$ cat src/rtl/note_key_tx.sv
// note_key_tx: turns key press events on 12 note lines into UART 8N1 letters.
// Optional release events (uppercase letters) when NOTE_KEY_TX_RELEASE_EN is defined.
module note_key_tx #(
  parameter int C_CLK_FRQ = 100000000,
  parameter int C_BAUD    = 115200
) (
  input  logic        clk,
  input  logic        rst,
  input  logic [11:0] inNote,
  output logic        outTx,
  output logic        outBusy,
  output logic [11:0] outPending
);

  localparam int DIV = C_CLK_FRQ / C_BAUD;
  localparam int CW  = (DIV > 1) ? $clog2(DIV) : 1;
  localparam logic [CW-1:0] LAST = CW'(DIV - 1);

  typedef enum logic [1:0] {
    S_IDLE,
    S_START,
    S_DATA,
    S_STOP
  } state_e;

  function automatic logic [7:0] key_code(input logic [3:0] idx);
    unique case (idx)
      4'd0:    key_code = 8'h7A;
      4'd1:    key_code = 8'h73;
      4'd2:    key_code = 8'h78;
      4'd3:    key_code = 8'h64;
      4'd4:    key_code = 8'h63;
      4'd5:    key_code = 8'h76;
      4'd6:    key_code = 8'h67;
      4'd7:    key_code = 8'h62;
      4'd8:    key_code = 8'h68;
      4'd9:    key_code = 8'h6E;
      4'd10:   key_code = 8'h6A;
      4'd11:   key_code = 8'h6D;
      default: key_code = 8'h00;
    endcase
  endfunction

  logic [11:0] sync1_q, sync1_d;
  logic [11:0] sync2_q, sync2_d;
  logic [11:0] edge_q, edge_d;
  logic [11:0] pend_q, pend_d;
  logic [11:0] press;
  logic [11:0] clr;
  state_e      state_q, state_d;
  logic [CW-1:0] baud_q, baud_d;
  logic [2:0]  bit_q, bit_d;
  logic [7:0]  shift_q, shift_d;
  logic        sel_any;
  logic [3:0]  sel_idx;
  logic        baud_end;
`ifdef NOTE_KEY_TX_RELEASE_EN
  logic [11:0] rel_q, rel_d;
  logic [11:0] rel_clr;
  logic [11:0] fall;
  logic        sel_rel;
`endif

  // Synchronizer, edge detect and pending-event bookkeeping
  always_comb begin
    sync1_d = inNote;
    sync2_d = sync1_q;
    edge_d  = sync2_q;
    press   = sync2_q & ~edge_q;
    pend_d  = (pend_q & ~clr) | press;
`ifdef NOTE_KEY_TX_RELEASE_EN
    fall    = ~sync2_q & edge_q;
    rel_d   = (rel_q & ~rel_clr) | fall;
`endif
  end

  // Lowest-index pending event; presses outrank releases
  always_comb begin
    sel_any = 1'b0;
    sel_idx = 4'd0;
    for (int i = 11; i >= 0; i--) begin
      if (pend_q[i]) begin
        sel_any = 1'b1;
        sel_idx = 4'(i);
      end
    end
`ifdef NOTE_KEY_TX_RELEASE_EN
    sel_rel = 1'b0;
    if (!sel_any) begin
      for (int i = 11; i >= 0; i--) begin
        if (rel_q[i]) begin
          sel_any = 1'b1;
          sel_rel = 1'b1;
          sel_idx = 4'(i);
        end
      end
    end
`endif
  end

  // Frame sequencer: next state, counters and line outputs
  always_comb begin
    state_d  = state_q;
    baud_d   = baud_q;
    bit_d    = bit_q;
    shift_d  = shift_q;
    clr      = '0;
    outTx    = 1'b1;
    outBusy  = 1'b0;
    baud_end = (baud_q == LAST);
`ifdef NOTE_KEY_TX_RELEASE_EN
    rel_clr  = '0;
`endif
    unique case (state_q)
      S_IDLE: begin
        if (sel_any) begin
          shift_d = key_code(sel_idx);
          clr     = 12'd1 << sel_idx;
`ifdef NOTE_KEY_TX_RELEASE_EN
          if (sel_rel) begin
            clr     = '0;
            rel_clr = 12'd1 << sel_idx;
            shift_d = key_code(sel_idx) - 8'h20;
          end
`endif
          baud_d  = '0;
          bit_d   = '0;
          state_d = S_START;
        end
      end
      S_START: begin
        outTx   = 1'b0;
        outBusy = 1'b1;
        if (baud_end) begin
          baud_d  = '0;
          state_d = S_DATA;
        end else begin
          baud_d = baud_q + 1'b1;
        end
      end
      S_DATA: begin
        outTx   = shift_q[0];
        outBusy = 1'b1;
        if (baud_end) begin
          baud_d  = '0;
          shift_d = shift_q >> 1;
          if (bit_q == 3'd7) begin
            bit_d   = '0;
            state_d = S_STOP;
          end else begin
            bit_d = bit_q + 1'b1;
          end
        end else begin
          baud_d = baud_q + 1'b1;
        end
      end
      S_STOP: begin
        outBusy = 1'b1;
        if (baud_end) begin
          baud_d  = '0;
          state_d = S_IDLE;
        end else begin
          baud_d = baud_q + 1'b1;
        end
      end
      default: state_d = S_IDLE;
    endcase
  end

  assign outPending = pend_q;

  // State registers with synchronous reset
  always_ff @(posedge clk) begin
    if (rst) begin
      sync1_q <= '0;
      sync2_q <= '0;
      edge_q  <= '0;
      pend_q  <= '0;
      state_q <= S_IDLE;
      baud_q  <= '0;
      bit_q   <= '0;
      shift_q <= '0;
`ifdef NOTE_KEY_TX_RELEASE_EN
      rel_q   <= '0;
`endif
    end else begin
      sync1_q <= sync1_d;
      sync2_q <= sync2_d;
      edge_q  <= edge_d;
      pend_q  <= pend_d;
      state_q <= state_d;
      baud_q  <= baud_d;
      bit_q   <= bit_d;
      shift_q <= shift_d;
`ifdef NOTE_KEY_TX_RELEASE_EN
      rel_q   <= rel_d;
`endif
    end
  end

endmodule

$ cat config.mk
export PLATFORM = sky130hd
export DESIGN_NAME = note_key_tx
export DESIGN_NICKNAME = d
export VERILOG_FILES = /design/src/rtl/note_key_tx.sv
export SDC_FILE = /design/constraint.sdc
export NUM_CORES = 1
export LEC_CHECK = 0
export ABC_AREA = 0
export CAP_MARGIN = 20
export CORE_MARGIN = 2
export CORE_UTILIZATION = 45
export DETAILED_ROUTE_END_ITERATION = 7
export GPL_TIMING_DRIVEN = 0
export HOLD_SLACK_MARGIN = 0.1
export PLACE_DENSITY = 0.68
export SKIP_CTS_REPAIR_TIMING = 1
export SYNTH_ARGS = -nofsm -noshare
export SYNTH_HDL_FRONTEND = slang
export SYNTH_SLANG_ARGS = --single-unit
$ cat constraint.sdc
create_clock -name clk -period 2.8 [get_ports clk]
set_clock_uncertainty 0.05 [all_clocks]
set_input_delay 0.56 -clock clk [delete_from_list [all_inputs] [get_ports clk]]
set_output_delay 0.56 -clock clk [all_outputs]
set_load 0.02 [all_outputs]
; ---- Word-level counts from Yosys, hierarchy flattened
; Memories as Yosys holds them, arrays and structs flattened.
; Index checks and enable logic that the tools add are counted.
[op_classes]
addsub = 2
n_eq_ne = 10
shifts = 1
n_mux = 44
bitwise_logic = 5
n_reduce_logical = 5
[op_table]
columns = op, n
row1 = 2-to-1 mux 4 bit, 12
row2 = AND 12 bit, 2
row3 = 2-to-1 mux 12 bit, 2
row4 = NOT 12 bit, 2
row5 = 2-to-1 mux 10 bit, 2
row6 = one-hot mux 10 bit (2 select lines), 1
row7 = 2-to-1 mux 8 bit, 2
row8 = one-hot mux 8 bit (2 select lines), 1
row9 = 2-to-1 mux 1 bit, 13
row10 = OR 12 bit, 1
row11 = << shifter 1 x 4 -> 12 bit (first input constant), 1
row12 = adder 10 x 1 -> 10 bit (second input constant), 1
row13 = equality test 10 bit (second input constant), 1
row14 = 2-to-1 mux 2 bit, 5
row15 = inequality test 2 bit (second input constant), 5
row16 = 2-to-1 mux 3 bit, 3
row17 = one-hot mux 2 bit (4 select lines), 1
row18 = one-hot mux 3 bit (2 select lines), 1
row19 = AND reduction 5 bit, 1
row20 = equality test 2 bit (second input constant), 2
row21 = adder 3 x 1 -> 3 bit (second input constant), 1
row22 = equality test 3 bit (second input constant), 1
row23 = AND reduction 3 bit, 1
row24 = OR reduction 3 bit, 1
row25 = 4 further kinds, 4
[word_totals]
reg_bits = 71
rom_bits = 112
input_bits = 14
word_cells = 76
n_memories = 1
[mem_list]
columns = memory, depth, width, rd, rd_ports_with_merged_regs, write_ports, line_no
row1 = (name not given), 16, 7, 1, 0, 0, 27  ; unique case (idx)

; ---- Longest topological paths before layout
; Gate-level depths: netlist of run 1.
[depth]
ltp_word = 18
depth_mapped = 10
mapped_depth_nobuf = 9

; ---- Worst setup path after synthesis of run 1
; OpenSTA, ideal clock, no wires.
[synth_path]
path_kind = flip-flop to flip-flop
startpoint = register pend_q[7] (netlist: outPending[7])
endpoint = register shift_q[1]
setup_ns = 0.068
arrival_time_ns = 2.212
setup_slack_ns = 0.471
path_stages_with_launch = 10
path_buffers = 0
path_cell_list = dfxtp_1 -> inv_1 -> a221o_1 -> a211oi_2 -> inv_1 -> ha_1 -> o21ai_0 -> nand2_1 -> a211o_1 -> o21ai_2
[synth_via]
elab_chain_cells = 11
word_cells_on_any_way = 21
[synth_rtl]
columns = element, line_no
row1 = start: declaration, 47  ; logic [11:0] pend_q, pend_d;
row2 = start signal: assignment, 190  ; pend_q <= pend_d;
row3 = 2-to-1 mux 4 bit (8 in a row), 82  ; if (pend_q[i]) begin
row4 = memory read (16 x 7 bit), n/a
row5 = 2-to-1 mux 8 bit, 116  ; if (sel_any) begin
row6 = one-hot mux 8 bit (2 select lines), 114  ; unique case (state_q)
row7 = end signal: assignment, 194  ; shift_q <= shift_d;
row8 = end: declaration, 53  ; logic [7:0] shift_q, shift_d;
; Several ways; a longest one is shown, not always the timed one. The select of a mux whose other input is x is not followed.
; A chain may end at the register's enable or synchronous reset.

; ---- Worst setup path in the final report of run 1
; Same ends and word-level chain as after synthesis.

==> results of run 1 <==
==> final cells by class <==
cell class / count / area [um2] / share of cell area
inverters: 12 / 45.04 / 0.01287
clock buffers: 9 / 123.9 / 0.03538
multi-input cells: 228 / 1464 / 0.4182
flip-flops and latches: 70 / 1401 / 0.4003
clock inverters: 7 / 61.31 / 0.01751
plain buffers: 10 / 46.29 / 0.01322
well taps: 77 / 96.34 / 0.02752
repair buffers: 26 / 262.8 / 0.07505
==> worst max path at each step <==
stage,start,end,slack (ps),cells after the start
2_1_floorplan,outPending[7],shift_q[1],470,9
5_1_grt,outPending[7],shift_q[1],60,9
3_3_place_gp,outPending[7],shift_q[1],180,9
4_1_cts,state_q[0],outTx,-140,6
6_report,outPending[7],shift_q[1],210,9
3_5_place_dp,outPending[7],shift_q[1],200,9
==> power by group through the flow <==
stage | registers (mW) | clock network [mW] | logic (mW)
after global placement | 1.19 | 0 | 0.894
after detailed placement | 1.19 | 0 | 0.904
after CTS | 1.17 | 0.787 | 0.909
after global routing | 1.18 | 0.829 | 1.02
after floorplan | 1.18 | 0 | 0.649
final | 1.17 | 0.770 | 0.917
==> worst register-to-register path, delay by kind of cell (launching register included) <==
kind	cells	cell delay (ps)
flops	1	460
compound gates	5	1460
buf+inv	2	150
fa+ha+maj	1	330
simple gates	1	80
==> routing by layer <==
layer	global-route usage	wire, um	up-vias
met1	0.2414	2971	1084
met3	0.04767	283	15
li1	-	-	1191
met5	0	0	-
met2	0.2884	2836	48
met4	0.1154	184	0
==> synthesized netlist by cell type, types with 2 or more instances <==
library cell / count
ha_1: 10
a21o_1: 2
and4_1: 2
mux2i_1: 2
nor3_1: 6
a41oi_1: 2
or4_1: 4
nor4_1: 3
o21ai_0: 8
nor2_1: 32
clkbuf_1: 9
o211ai_1: 3
nor2b_1: 41
inv_1: 12
nand3_1: 5
a22oi_1: 2
and2_1: 2
dfxtp_1: 70
a211o_1: 4
o31ai_1: 6
and4b_1: 2
a21oi_1: 29
xor2_1: 8
nand2_1: 21
nand2b_1: 8
a31oi_1: 2
nand4_1: 4
a311oi_1: 3
==> layout by cell type, fill, tap and decap left out, types with 9 or more instances in the layout <==
cell	Yosys	routed
dfxtp_1	70	70
nor2b_1	41	41
nor2_1	32	32
a21oi_1	29	29
clkdlybuf4s50_1	0	25
nand2_1	21	21
inv_1	12	11
ha_1	10	10
clkbuf_8	0	9
==> flip-flops by register name, summed over array words and instances (netlist names) <==
register    flops
edge_q         12
shift_q         7
baud_q         10
bit_q           3
sync1_q        12
state_q         2
outPending     12
edge_d         12
==> cells by family after synthesis <==
family,count (synthesis),synth area share
adders and majority gates,10,0.04237
AOI/OAI and AO/OA,73,0.1678
DFF,70,0.4746
and+or+nand+nor,134,0.2496
muxes,2,0.006780
xor gates and xnor gates,9,0.02670
buffers and inverters,23,0.03220
==> key figures, run 1 <==
Run status
  • Outcome: completed

Logic synthesis
  • EDFF count, synth: 0
  • Distinct cells, synth: 47
  • Top cell type's share of synthesized area: 0.4746
  • Fraction of registers with async set/reset: 0
  • Sequential area share after synthesis: 0.4746
  • Synth top area cells: dfxtp_1, nor2b_1, a21oi_1
  • Syn_nets: 345
  • Post-Syn Area: 0.002953 mm2
  • Ys Warns: 0
  • Top FF cell, synth: dfxtp_1
  • Gate Count Post-Synth: 321
  • Top cell type by total area after synthesis: dfxtp_1
  • Syn_area_per_cell: 9.199 um2
  • Synth Register Bits: 70

Setup path
  • Worst path top cell family by delay: compound AO/OA/AOI/OAI gates
  • Arr. time, crit path: 2830 ps
  • Critical-path top delay cell: dfxtp_1
  • Worst path most repeated cell: inv_1
  • CP Cell Sequence: inv_1, a221o_1, a211oi_4, inv_1, ha_1, o21ai_0, nand2_1, a211o_1, o21ai_2
  • R2R setup slack: 210 ps
  • CP required: 3040 ps
  • Crit Path Category: reg -> reg
  • Buf+Inv Stages, Crit Path: 2
  • CP endpoint kind: register
  • Reg2reg path depth: 9
  • Reg2reg start: outPending[7]
  • CP Launch Type: register
  • Crit-path max FO: 7
  • CP peak stage delay: 460 ps
  • Reg-to-reg critical path endpoint: shift_q[1]

STA
  • Fmax: 385.5 MHz
  • Setup TNS: 0 ps
  • Slew Limit Fails: 0
  • # setup viols final: 0
  • Final hold violation count: 0
  • Actual slew at the worst max-slew pin: 1004 ps
  • Slew Limit Headroom: 0.3244
  • RSZ-0062 raised after global routing: no
  • Tmin final: 2594 ps
  • Fin crit share: 0.9264
  • Final hold slack: 389.9 ps
  • Setup WS post-layout: 206.2 ps

Power and ir drop
  • Clock power frac: 0.270
  • Leak Pwr: 1.344 nW
  • Design Power: 2.853 mW
  • Cell-internal power: 1.794 mW
  • Sequential Power Share: 0.409
  • Combinational power share: 0.322
  • Sw Ratio: 0.3712
  • Power per Cell Area: 815.0 mW/mm2
  • Peak supply drop: 0.6480 mV
  • Sw power: 1.059 mW

Route
  • Antenna-violating nets left: 0
  • Drt total wl: 6276 um
  • Iter 0 DRT Violations: 111
  • DR vias: 2338
  • Drt pass-1 iters: 4
  • Post-route DRC: 0
  • Wire per inst: 14.30 um
  • Via/cell ratio: 5.326

Min path
  • Hold path depth: 1
  • Min-Delay Path Class: reg -> reg
  • Hold worst-path end: edge_d[10]
  • HP Start: sync1_q[10]

Clock tree
  • CTS sink count: 70
  • Worst skew pair latency: 360 ps
  • CTS buffer count: 9
  • CTS tree: yes
  • Clk root buf: clkbuf_8
  • CTS max path bufs: 2
  • Clock Pin Slew Worst Setup and Hold Paths: 90 ps
  • H-tree depth: 3

Placed design
  • Placer congestion estimate: 0.9138
  • Post-place setup slack: 204.5 ps
  • Cell Area, Placed: 0.003309 mm2
  • Post-DP HPWL: 4380 um
  • Port buffer count: 26
  • Placed cell count: 424

Cells and area
  • Filler cell count: 596
  • Area growth syn-to-layout: 18.56%
  • Final #Nets: 381
  • Final Core Density: 0.5513
  • Post-route cell area: 0.003501 mm2
  • Post-route insts no fill: 439
  • # diodes: 0
  • Layout cells sized above 1: 0.07735

Floorplan
  • Core Box Area: 0.006350 mm2
  • Rows: 29
  • DIE WIDTH: 85.01 um
  • Die area: 0.007226 mm2
  • Initial Util: 0.4650
  • # IOs: 28
  • Die Height: 85.01 um

Global route
  • Number of global-route vias before repair: 2234
  • Largest net degree at the start of global routing: 16
  • First-pass GRT wire length: 10610 um
  • GRT overflow: 0
  • Tot GR Track Use: 0.1895
  • Initial antenna violation count: 0

Flow run
  • Max Cap Violations: 0
No activity file was read; power rests on OpenSTA's default activity.
==> run 2: changes to the inputs <==
Settings changed: PLACE_DENSITY 0.68 to 0.74.
==> run 2 against run 1 <==
Final area up 1.4%. Utilization rose by 0.77 points. Via count is 3.2% higher. Sequential share of layout area is 0.55 points lower. Global-route usage is 0.20 points lower. Highest routed layer unchanged. Combinational power about the same. Sequential power about the same. Maximum frequency fell by 1.1%. First-iteration DRC count grew 9.9%. Critical path depth unchanged. Cell count grew 0.46%. Count of clock-buffer cells in the layout up 2.
==> key figures, run 2 (same netlist as run 1, synthesis figures left out) <==
Clock tree
  • Clock Pin Slew Worst Setup and Hold Paths: 70 ps (was 90 ps)
  • CTS sink count: 70 (unchanged)
  • Clk root buf: clkbuf_8 (unchanged)
  • CTS tree: yes (unchanged)
  • CTS max path bufs: 2 (unchanged)
  • H-tree depth: 3 (unchanged)
  • Worst skew pair latency: 340 ps (was 360 ps)
  • CTS buffer count: 9 (unchanged)

Global route
  • Tot GR Track Use: 0.1875 (was 0.1895)
  • First-pass GRT wire length: 10670 um (was 10610 um)
  • GRT overflow: 0 (unchanged)
  • Initial antenna violation count: 0 (unchanged)
  • Largest net degree at the start of global routing: 13 (was 16)
  • Number of global-route vias before repair: 2217 (was 2234)

Setup path
  • Worst path top cell family by delay: compound AO/OA/AOI/OAI gates (unchanged)
  • Crit Path Category: reg -> reg (unchanged)
  • Reg2reg path depth: 9 (unchanged)
  • Worst Setup SP: outPending[7] (unchanged)
  • CP peak stage delay: 470 ps (was 460 ps)
  • CP endpoint kind: register (unchanged)
  • Arr. time, crit path: 2840 ps (was 2830 ps)
  • Critical-path top delay cell: dfxtp_1 (unchanged)
  • CP Launch Type: register (unchanged)
  • Worst path most repeated cell: inv_1 (unchanged)
  • Crit-path max FO: 7 (unchanged)
  • Buf+Inv Stages, Crit Path: 2 (unchanged)
  • R2R setup slack: 180 ps (was 210 ps)
  • CP required: 3020 ps (was 3040 ps)
  • Reg2reg start: outPending[7] (unchanged)
  • Reg-to-reg critical path endpoint: shift_q[1] (unchanged)
  • CP Cell Sequence: inv_1, a221o_1, a211oi_2, inv_1, ha_1, o21ai_0, nand2_1, a211o_1, o21ai_2 (was inv_1, a221o_1, a211oi_4, inv_1, ha_1, o21ai_0, nand2_1, a211o_1, o21ai_2)

Floorplan
  • Initial Util: 0.4650 (unchanged)
  • Die area: 0.007226 mm2 (unchanged)
  • Rows: 29 (unchanged)
  • Core Box Area: 0.006350 mm2 (unchanged)
  • Die Height: 85.01 um (unchanged)
  • DIE WIDTH: 85.01 um (unchanged)
  • # IOs: 28 (unchanged)

Min path
  • Min-Delay Path Class: reg -> reg (unchanged)
  • Hold worst-path end: edge_d[4] (was edge_d[10])
  • HP Start: sync1_q[4] (was sync1_q[10])
  • Hold path depth: 1 (unchanged)

Run status
  • Outcome: completed (unchanged)

Power and ir drop
  • Power per Cell Area: 845.9 mW/mm2 (was 815.0 mW/mm2)
  • Design Power: 3.003 mW (was 2.853 mW)
  • Leak Pwr: 1.375 nW (was 1.344 nW)
  • Peak supply drop: 0.5426 mV (was 0.6480 mV)

Cells and area
  • Post-route cell area: 0.003550 mm2 (was 0.003501 mm2)
  • Most frequent cells in the layout: dfxtp_1, nor2b_1, nor2_1, a21oi_1, clkdlybuf4s50_1 (unchanged)
  • Area growth syn-to-layout: 20.21% (was 18.56%)
  • Layout cells sized above 1: 0.07967 (was 0.07735)
  • # diodes: 0 (unchanged)
  • Final Core Density: 0.5590 (was 0.5513)
  • Commonest non-fill, non-tap cell in the layout: dfxtp_1 (unchanged)
  • Final #Nets: 383 (was 381)

Placed design
  • Port buffer count: 26 (unchanged)
  • Post-DP HPWL: 4583 um (was 4380 um)
  • Cell Area, Placed: 0.003309 mm2 (unchanged)
  • Placer congestion estimate: 0.9073 (was 0.9138)

Route
  • Iter 0 DRT Violations: 122 (was 111)
  • Antenna-violating nets left: 0 (unchanged)
  • DR vias: 2412 (was 2338)
  • Drt total wl: 6350 um (was 6276 um)
  • Drt pass-1 iters: 4 (unchanged)
  • Via/cell ratio: 5.469 (was 5.326)
  • Wire per inst: 14.40 um (was 14.30 um)
  • Post-route DRC: 0 (unchanged)

STA
  • Slew Limit Headroom: 0.4557 (was 0.3244)
  • Actual slew at the worst max-slew pin: 808.9 ps (was 1004 ps)
  • # setup viols final: 0 (unchanged)
  • Final hold slack: 390.2 ps (was 389.9 ps)
  • RSZ-0062 raised after global routing: no (unchanged)
  • Final hold violation count: 0 (unchanged)
  • Tmin final: 2623 ps (was 2594 ps)
  • Slew Limit Fails: 0 (unchanged)
  • Fin crit share: 0.9368 (was 0.9264)
  • Fmax: 381.2 MHz (was 385.5 MHz)

Flow run
  • Max Cap Violations: 0 (unchanged)
==> run 2: cell type report <==
type	count	area [um2]
plain buffers	11	50.05
clock buffers	11	151.4
clock inverters	5	81.33
fillers	585	2800
inverters	12	45.04
multi-input cells	228	1456
flip-flops and latches	70	1401
well taps	77	96.34
repair buffers	27	267.8
==> run 2: worst max path at each step <==
stage,to,slack (ps),cells after the start
floorplan,shift_q[1],470,9
global route,shift_q[1],20,9
finish,shift_q[1],180,9
detailed placement,outTx,230,6
CTS,outTx,-140,6
global placement,shift_q[1],240,9
==> run 2: worst reg2reg max path: stages, from the launching register on <==
cell	delay, ps
dfxtp_1	470
inv_1	70
a221o_1	440
a211oi_2	460
inv_1	90
ha_1	320
o21ai_0	200
nand2_1	80
a211o_1	330
o21ai_2	60
==> run 2: through the flow <==
| step | setup WS (ps) | setup TNS (ps) | std cells |
|---|---|---|---|
| floorplan | 470.7 | 0 | 321 |
| global placement | 244.5 | 0 | 424 |
| detailed placement | 229.7 | 0 | 424 |
| CTS | -144.8 | -144.8 | 440 |
| global route | 24.90 | 0 | 441 |
| finish | 176.9 | 0 | 441 |
==> run 2: per-layer routing <==
metal / share of wire / track usage / vias up
li1: - / - / 1197
met1: 0.42 / 0.2326 / 1141
met2: 0.51 / 0.3118 / 68
met3: 0.063 / 0.05642 / 6
met4: 0.0076 / 0.06061 / 0
met5: 0 / 0 / -
==> run 2: where the power goes <==
group          switching (mW)  internal (mW)  total (mW)
combinational           0.559          0.357       0.917
clock                   0.369          0.550       0.918
sequential             0.0720           1.10        1.17
total                    1.00           2.00        3.00
